$ cat src/rtl/seg7_pkg.sv
// Shared constants and helpers for the seven-segment scan controller.
// Segment patterns are stored active-high as {g,f,e,d,c,b,a}. The board polarity
// is applied only at the output registers.
package seg7_pkg;

  // Bit positions within the 8-bit segment bus {dp,g,f,e,d,c,b,a}.
  localparam int unsigned SegA  = 0;
  localparam int unsigned SegB  = 1;
  localparam int unsigned SegC  = 2;
  localparam int unsigned SegD  = 3;
  localparam int unsigned SegE  = 4;
  localparam int unsigned SegF  = 5;
  localparam int unsigned SegG  = 6;
  localparam int unsigned SegDp = 7;

  localparam int unsigned FontEntries = 16;
  localparam int unsigned FontWidth   = 7;

  // Hex font, indexed by nibble value. Entry 15 is listed first because this is
  // a packed concatenation.
  localparam logic [FontEntries-1:0][FontWidth-1:0] Font = {
    7'h71,  // F
    7'h79,  // E
    7'h5E,  // d
    7'h39,  // C
    7'h7C,  // b
    7'h77,  // A
    7'h6F,  // 9
    7'h7F,  // 8
    7'h07,  // 7
    7'h7D,  // 6
    7'h6D,  // 5
    7'h66,  // 4
    7'h4F,  // 3
    7'h5B,  // 2
    7'h06,  // 1
    7'h3F   // 0
  };

  // Converts an active-high bus to the board's electrical polarity.
  function automatic logic [7:0] apply_polarity(input logic [7:0] value,
                                                input bit         active_low);
    return active_low ? ~value : value;
  endfunction

endpackage

$ cat src/rtl/seg7_font_rom.sv
// Combinational hex-to-seven-segment decoder. The output is active-high {g,f,e,d,c,b,a}.
module seg7_font_rom
  import seg7_pkg::*;
(
  input  logic [3:0]           nibble,
  output logic [FontWidth-1:0] pattern
);

  // Pure table lookup. All 16 codes are defined, so no default is needed.
  always_comb begin
    pattern = Font[nibble];
  end

endmodule

$ cat src/rtl/seg7_scan_ctrl.sv
// Time-multiplexed N-digit seven-segment scan controller.
// An internal prescaler divides each digit slot into a blanking window and a lit window.
// A sequencer steps through the digits. Loaded values are staged and copied to the
// display register only at a frame boundary, so a scan never mixes two values.
// Optional build macro: SEG7_LEADING_ZERO_SUPPRESS_EN blanks leading zero digits.
module seg7_scan_ctrl
  import seg7_pkg::*;
#(
  parameter int unsigned NUM_DIGITS   = 4,      // 1..8
  parameter int unsigned PRESCALE     = 50000,  // clocks per digit slot, >= 2
  parameter int unsigned BLANK_CYCLES = 500,    // anti-ghost window, < PRESCALE
  parameter bit          ACTIVE_LOW   = 1'b1
) (
  input  logic                    clk,
  input  logic                    rst,
  input  logic [4*NUM_DIGITS-1:0] digits_in,
  input  logic [NUM_DIGITS-1:0]   dp_in,
  input  logic [NUM_DIGITS-1:0]   blank_in,
  input  logic                    load,
  output logic [7:0]              seg,
  output logic [NUM_DIGITS-1:0]   an,
  output logic                    frame_tick
);

  localparam int unsigned CntW = (PRESCALE > 1) ? $clog2(PRESCALE) : 1;
  localparam int unsigned IdxW = (NUM_DIGITS > 1) ? $clog2(NUM_DIGITS) : 1;

  localparam logic [CntW-1:0] CntLast  = CntW'(PRESCALE - 1);
  localparam logic [CntW-1:0] CntBlank = CntW'(BLANK_CYCLES);
  localparam logic [IdxW-1:0] IdxLast  = IdxW'(NUM_DIGITS - 1);

  // "Everything dark" in board polarity. The reset value of the output registers.
  localparam logic [7:0]            SegIdle    = apply_polarity(8'h00, ACTIVE_LOW);
  localparam logic [7:0]            AnIdleWide = apply_polarity(8'h00, ACTIVE_LOW);
  localparam logic [NUM_DIGITS-1:0] AnIdle     = AnIdleWide[NUM_DIGITS-1:0];

  // Prescaler and sequencer.
  logic [CntW-1:0] cnt_q, cnt_d;
  logic [IdxW-1:0] idx_q, idx_d;
  logic            slot_end;
  logic            frame_end;

  // Staging (written by load) and display (changed only at frame boundaries).
  logic [4*NUM_DIGITS-1:0] stage_digits_q, stage_digits_d;
  logic [NUM_DIGITS-1:0]   stage_dp_q, stage_dp_d;
  logic [NUM_DIGITS-1:0]   stage_blank_q, stage_blank_d;
  logic                    pending_q, pending_d;
  logic [4*NUM_DIGITS-1:0] disp_digits_q, disp_digits_d;
  logic [NUM_DIGITS-1:0]   disp_dp_q, disp_dp_d;
  logic [NUM_DIGITS-1:0]   disp_blank_q, disp_blank_d;

  // Selected-digit datapath.
  logic [3:0]            sel_nibble;
  logic                  sel_dp;
  logic                  sel_blank;
  logic                  sel_suppress;
  logic [NUM_DIGITS-1:0] suppress;
  logic [FontWidth-1:0]  font_pattern;
  logic [7:0]            seg_raw;
  logic [7:0]            an_raw;
  logic [7:0]            an_pol;

  // Output registers.
  logic [7:0]            seg_q, seg_d;
  logic [NUM_DIGITS-1:0] an_q, an_d;
  logic                  frame_tick_q;

  assign slot_end  = (cnt_q == CntLast);
  assign frame_end = slot_end && (idx_q == IdxLast);

  // Prescaler wraps every PRESCALE clocks. The digit index steps on each wrap.
  always_comb begin
    cnt_d = cnt_q + 1'b1;
    idx_d = idx_q;
    if (slot_end) begin
      cnt_d = '0;
      idx_d = (idx_q == IdxLast) ? '0 : idx_q + 1'b1;
    end
  end

  // Load staging. A load that lands on the boundary itself bypasses the stage.
  always_comb begin
    stage_digits_d = stage_digits_q;
    stage_dp_d     = stage_dp_q;
    stage_blank_d  = stage_blank_q;
    pending_d      = pending_q;
    disp_digits_d  = disp_digits_q;
    disp_dp_d      = disp_dp_q;
    disp_blank_d   = disp_blank_q;
    if (frame_end) begin
      pending_d = 1'b0;
      if (load) begin
        disp_digits_d = digits_in;
        disp_dp_d     = dp_in;
        disp_blank_d  = blank_in;
      end else if (pending_q) begin
        disp_digits_d = stage_digits_q;
        disp_dp_d     = stage_dp_q;
        disp_blank_d  = stage_blank_q;
      end
    end else if (load) begin
      stage_digits_d = digits_in;
      stage_dp_d     = dp_in;
      stage_blank_d  = blank_in;
      pending_d      = 1'b1;
    end
  end

`ifdef SEG7_LEADING_ZERO_SUPPRESS_EN
  // Walk down from the most significant digit. Blank it while it is a bare zero.
  // Digit 0 is never considered, so a value of zero still shows one '0'.
  always_comb begin
    logic run;
    run      = 1'b1;
    suppress = '0;
    for (int i = NUM_DIGITS - 1; i >= 1; i--) begin
      if (run && (disp_digits_q[4*i +: 4] == 4'h0) && !disp_dp_q[i]) begin
        suppress[i] = 1'b1;
      end else begin
        run = 1'b0;
      end
    end
  end
`else
  assign suppress = '0;
`endif

  // Mux the current digit's fields out of the display register.
  always_comb begin
    sel_nibble   = 4'h0;
    sel_dp       = 1'b0;
    sel_blank    = 1'b0;
    sel_suppress = 1'b0;
    for (int unsigned i = 0; i < NUM_DIGITS; i++) begin
      if (idx_q == IdxW'(i)) begin
        sel_nibble   = disp_digits_q[4*i +: 4];
        sel_dp       = disp_dp_q[i];
        sel_blank    = disp_blank_q[i];
        sel_suppress = suppress[i];
      end
    end
  end

  seg7_font_rom u_font_rom (
    .nibble  (sel_nibble),
    .pattern (font_pattern)
  );

  // Segment and anode patterns for the next output register load.
  // The segment bus keeps the selected digit's pattern during blanking. Only the
  // anodes go dark.
  always_comb begin
    seg_raw        = '0;
    seg_raw[SegDp] = sel_dp;
    seg_raw[SegG:SegA] = font_pattern;
    if (sel_blank || sel_suppress) begin
      seg_raw = '0;
    end
    an_raw = '0;
    if (cnt_q >= CntBlank) begin
      an_raw[idx_q] = 1'b1;
    end
    seg_d  = apply_polarity(seg_raw, ACTIVE_LOW);
    an_pol = apply_polarity(an_raw, ACTIVE_LOW);
    an_d   = an_pol[NUM_DIGITS-1:0];
  end

  // All state. A reset aborts the slot in progress and drops any staged load.
  always_ff @(posedge clk) begin
    if (rst) begin
      cnt_q          <= '0;
      idx_q          <= '0;
      stage_digits_q <= '0;
      stage_dp_q     <= '0;
      stage_blank_q  <= '0;
      pending_q      <= 1'b0;
      disp_digits_q  <= '0;
      disp_dp_q      <= '0;
      disp_blank_q   <= '0;
      seg_q          <= SegIdle;
      an_q           <= AnIdle;
      frame_tick_q   <= 1'b0;
    end else begin
      cnt_q          <= cnt_d;
      idx_q          <= idx_d;
      stage_digits_q <= stage_digits_d;
      stage_dp_q     <= stage_dp_d;
      stage_blank_q  <= stage_blank_d;
      pending_q      <= pending_d;
      disp_digits_q  <= disp_digits_d;
      disp_dp_q      <= disp_dp_d;
      disp_blank_q   <= disp_blank_d;
      seg_q          <= seg_d;
      an_q           <= an_d;
      frame_tick_q   <= frame_end;
    end
  end

  assign seg        = seg_q;
  assign an         = an_q;
  assign frame_tick = frame_tick_q;

endmodule

$ cat config.mk
export PLATFORM = sky130hd
export DESIGN_NAME = seg7_scan_ctrl
export DESIGN_NICKNAME = d
export VERILOG_FILES = /design/src/rtl/seg7_pkg.sv /design/src/rtl/seg7_font_rom.sv /design/src/rtl/seg7_scan_ctrl.sv
export SDC_FILE = /design/constraint.sdc
export NUM_CORES = 1
export LEC_CHECK = 0
export CORE_AREA = 2 2 100 102
export CTS_CLUSTER_DIAMETER = 150
export DETAILED_ROUTE_END_ITERATION = 16
export DIE_AREA = 0 0 102 104
export PLACE_DENSITY = 0.71
export SLEW_MARGIN = 20
export SYNTH_ARGS = -nofsm -noshare
export SYNTH_HDL_FRONTEND = slang
export SYNTH_SLANG_ARGS = --single-unit
$ cat constraint.sdc
create_clock -name clk -period 2.73 [get_ports clk]
set_input_delay 0.546 -clock clk [delete_from_list [all_inputs] [get_ports clk]]
set_output_delay 0.546 -clock clk [all_outputs]
set_load 0.1 [all_outputs]
==> impl_metrics.py <==
metrics = {
    "critical_path": {
        "crit_path_start": "idx_q[1]",
        "worst_path_max_delay_cell": "dfxtp_1",
        "crit_cells": 9,
        "reg2regPathDepth": 9,
        "r2r-start": "idx_q[1]",
        "path_max_fanout": 13,
        "worstPathRequired_ns": 2.93,
        "max_stage_delay_ns": 0.39,
        "path_cells": "inv_1, ha_1, nand3b_1, a211oi_1, inv_1, ha_1, or3_1, o21ai_0, o21ai_0",
        "crit_family": "simple AND/OR/NAND/NOR gates",
        "worstSetupStartpointType": "register",
        "path_class": "register to register",
        "crit_arrival_ns": 2.60,
        "cp-end-kind": "register",
        "crit_buf_inv": 2,
        "reg2reg_slack_ns": 0.33,
    },
    "logic_synthesis": {
        "ys_types": 43,
        "synth_largest_area_cell": "dfxtp_1",
        "synth.cell_area_mm2": 0.00370,
        "ys_top_cells_by_area": "dfxtp_1 (43%), mux2i_1 (7.8%), mux2_2 (7.3%), nand2_1 (7.0%), nor2_1 (4.8%)",
        "ys_ff_latch": 80,
        "ys_seq_area_frac": 0.433,
        "synthArstFlopShare": 0,
        "postSynthAreaPerCell_um2": 9.07,
        "netlist_top_cells_count": "dfxtp_1 (80), nand2_1 (69), nor2_1 (47)",
        "synth_flop_cell": "dfxtp_1",
        "synth_edf_count": 0,
        "synth.net_count": 447,
        "netlist_instances": 408,
        "yosysWarnings": 0,
        "synth_top_area_share": 0.433,
        "synthMostInstantiatedCell": "dfxtp_1",
    },
    "final_layout": {
        "drive_above_1_share": 0.155,
        "n_fill_cell": 953,
        "finalNonFillerCells": 579,
        "layout.nets": 480,
        "antenna_cells": 0,
        "stdcell_area_mm2": 0.00436,
        "area_growth_pct": 17.8,
    },
    "place": {
        "place_inst": 563,
        "port_buffers": 39,
        "pre_cts_ws_ns": 0.317,
        "placed_area_mm2": 0.00414,
        "dpl.hpwl_um": 5200,
        "gp_congestion": 0.787,
    },
    "power": {
        "pwr-share-comb": 0.083,
        "power_density_mw_per_mm2": 543,
        "p_int_mw": 1.80,
        "clkPwrFrac": 0.406,
        "seq_power_share": 0.511,
        "p_leak_nw": 1.64,
        "swShare": 0.240,
        "vdd_ir_drop_max_uv": 358,
        "power_switching_uw": 570,
    },
    "drt": {
        "final_antenna_net_count": 0,
        "routed_wl_um": 7420,
        "vias": 2757,
        "detail_route.vias_per_cell": 4.76,
        "drt_first_pass_iters": 4,
        "drc_errors": 0,
        "wire_per_inst_um": 12.8,
        "initialDrtViolationCount": 104,
    },
    "floorplanning": {
        "start_util": 0.388,
        "ios": 40,
        "design.core.area_mm2": 0.00955,
        "die_y_um": 104,
        "die_w_um": 102,
        "fp-row-count": 36,
        "die_area_mm2": 0.0106,
    },
    "global_route": {
        "grt_use_total": 0.149,
        "grt_max_degree": 36,
        "antenna_found_initial": 0,
        "grt_overflow": 0,
        "grt_pass1_wl_um": 12800,
        "grt_pass1_vias": 2730,
    },
    "cts": {
        "clkSlewWorstSetupHoldPaths_ns": 0.09,
        "post_cts_resized": 0,
        "postCtsSetupBuffers": 0,
        "cts_hold_buf": 0,
        "cts_tree": "built",
        "htree_levels": 3,
        "cts_made_buffers": 9,
        "cts_root_buf": "clkbuf_8",
        "cts.sinks": 80,
        "clock_latency_ns": 0.35,
        "clk_path_buf_depth": 2,
    },
    "timing": {
        "setup_viol": 0,
        "fmax_mhz": 416,
        "fin_crit_ns": 2.40,
        "post-route-period-util": 0.881,
        "tightest_slew_ns": 0.862,
        "drv_slew": 0,
        "finClkSkew_ns": 0.00960,
        "finalHoldViolCount": 0,
        "hold_slack_ns": 0.458,
        "fin_setup_tns_ns": 0,
        "maxSlewHeadroom": 0.425,
        "grt_setup_unrepaired": "no",
        "setup_slack_ns": 0.326,
    },
    "worst_hold_path": {
        "hp-start": "stage_dp_q[0]",
        "whs_path_depth": 2,
        "hold_class": "register to register",
    },
    "flow_run": {
        "drv_cap": 0,
    },
    "status": {
        "status": "complete, no violations",
    },
}
-- power by group through the flow --
stage	Clock, mW	Combinational (mW)	Sequential (mW)
after detailed placement	0	0.199	1.24
after floorplan	0	0.0945	1.27
after CTS	0.987	0.200	1.21
final	0.962	0.198	1.21
after global routing	1.02	0.216	1.21
after global placement	0	0.194	1.24
-- cells by family (layout without fill, tap and decap cells) --
| group | after synthesis | after routing | synth area share |
|---|---|---|---|
| AND/OR/NAND/NOR | 158 | 158 | 0.197 |
| XOR/XNOR | 14 | 14 | 0.0331 |
| flip-flops | 80 | 80 | 0.433 |
| multiplexers | 53 | 53 | 0.151 |
| buffers and inverters | 38 | 76 | 0.0554 |
| AO/OA/AOI/OAI | 53 | 53 | 0.0902 |
| adder cells (fa/ha/maj) | 12 | 12 | 0.0406 |
-- sequential cells by signal, summed over array words and instances, names as in the netlist --
signal and cells:
pending_q 1, idx_q 2, disp_digits_q 16, frame_tick 1, stage_dp_q 4, an 4, cnt_q 16, stage_blank_q 4
seg 8, stage_digits_q 16, disp_blank_q 4, disp_dp_q 4
-- stage by stage --
stage,power [mW],util
2_1_floorplan,1.36,-
6_report,2.37,0.457
3_5_place_dp,1.44,0.434
5_1_grt,2.45,0.457
3_3_place_gp,1.43,0.434
4_1_cts,2.40,0.457
-- cell type report --
cell class                 count  area, um2  share of cell area
clock buffer                   9        124              0.0284
clock inverter                 7       95.1              0.0218
inverter                      12       45.0              0.0103
multi-input combinational    290       1900               0.435
sequential                    80       1600               0.367
tap                          133        166              0.0382
timing repair buffer          48        433              0.0993
-- metal layers --
layer / GRT usage / vias to the layer above / wire length, um
li1: - / 1435 / -
met1: 0.196 / 1281 / 3540
met2: 0.233 / 33 / 3520
met3: 0.0390 / 8 / 278
met4: 0.0571 / 0 / 88
met5: 0 / - / 0
-- worst min-delay path, delay by kind of cell (launching register included) --
family             cells  cell delay [ns]
and+or+nand+nor        1             0.05
AOI/OAI and AO/OA      1             0.05
DFF                    1             0.32
-- layout by cell type, fill, tap and decap left out, types with 3 or more instances in the layout --
cell type	Yosys	routed
dfxtp_1	80	80
nor2b_1	5	5
nand2_1	69	69
and4_1	3	3
ha_1	12	12
clkbuf_8	0	9
clkdlybuf4s50_1	0	25
o21ai_0	6	6
mux2_2	24	24
nor3b_1	4	4
nor3_1	5	5
nor2_1	47	47
buf_4	3	21
nand4_1	4	4
nand3b_1	5	5
mux2i_1	29	29
a211oi_1	5	5
xnor2_1	6	6
nand3_1	3	3
xor2_1	8	8
inv_1	12	12
a21oi_1	30	30
-- final timing paths --
| kind | end |
|---|---|
| min | stage_dp_q[0] |
| max | seg[0] |
| min reg2reg | stage_dp_q[0] |
| max reg2reg | seg[0] |
Note: power is estimated with default switching activity, not from simulation.
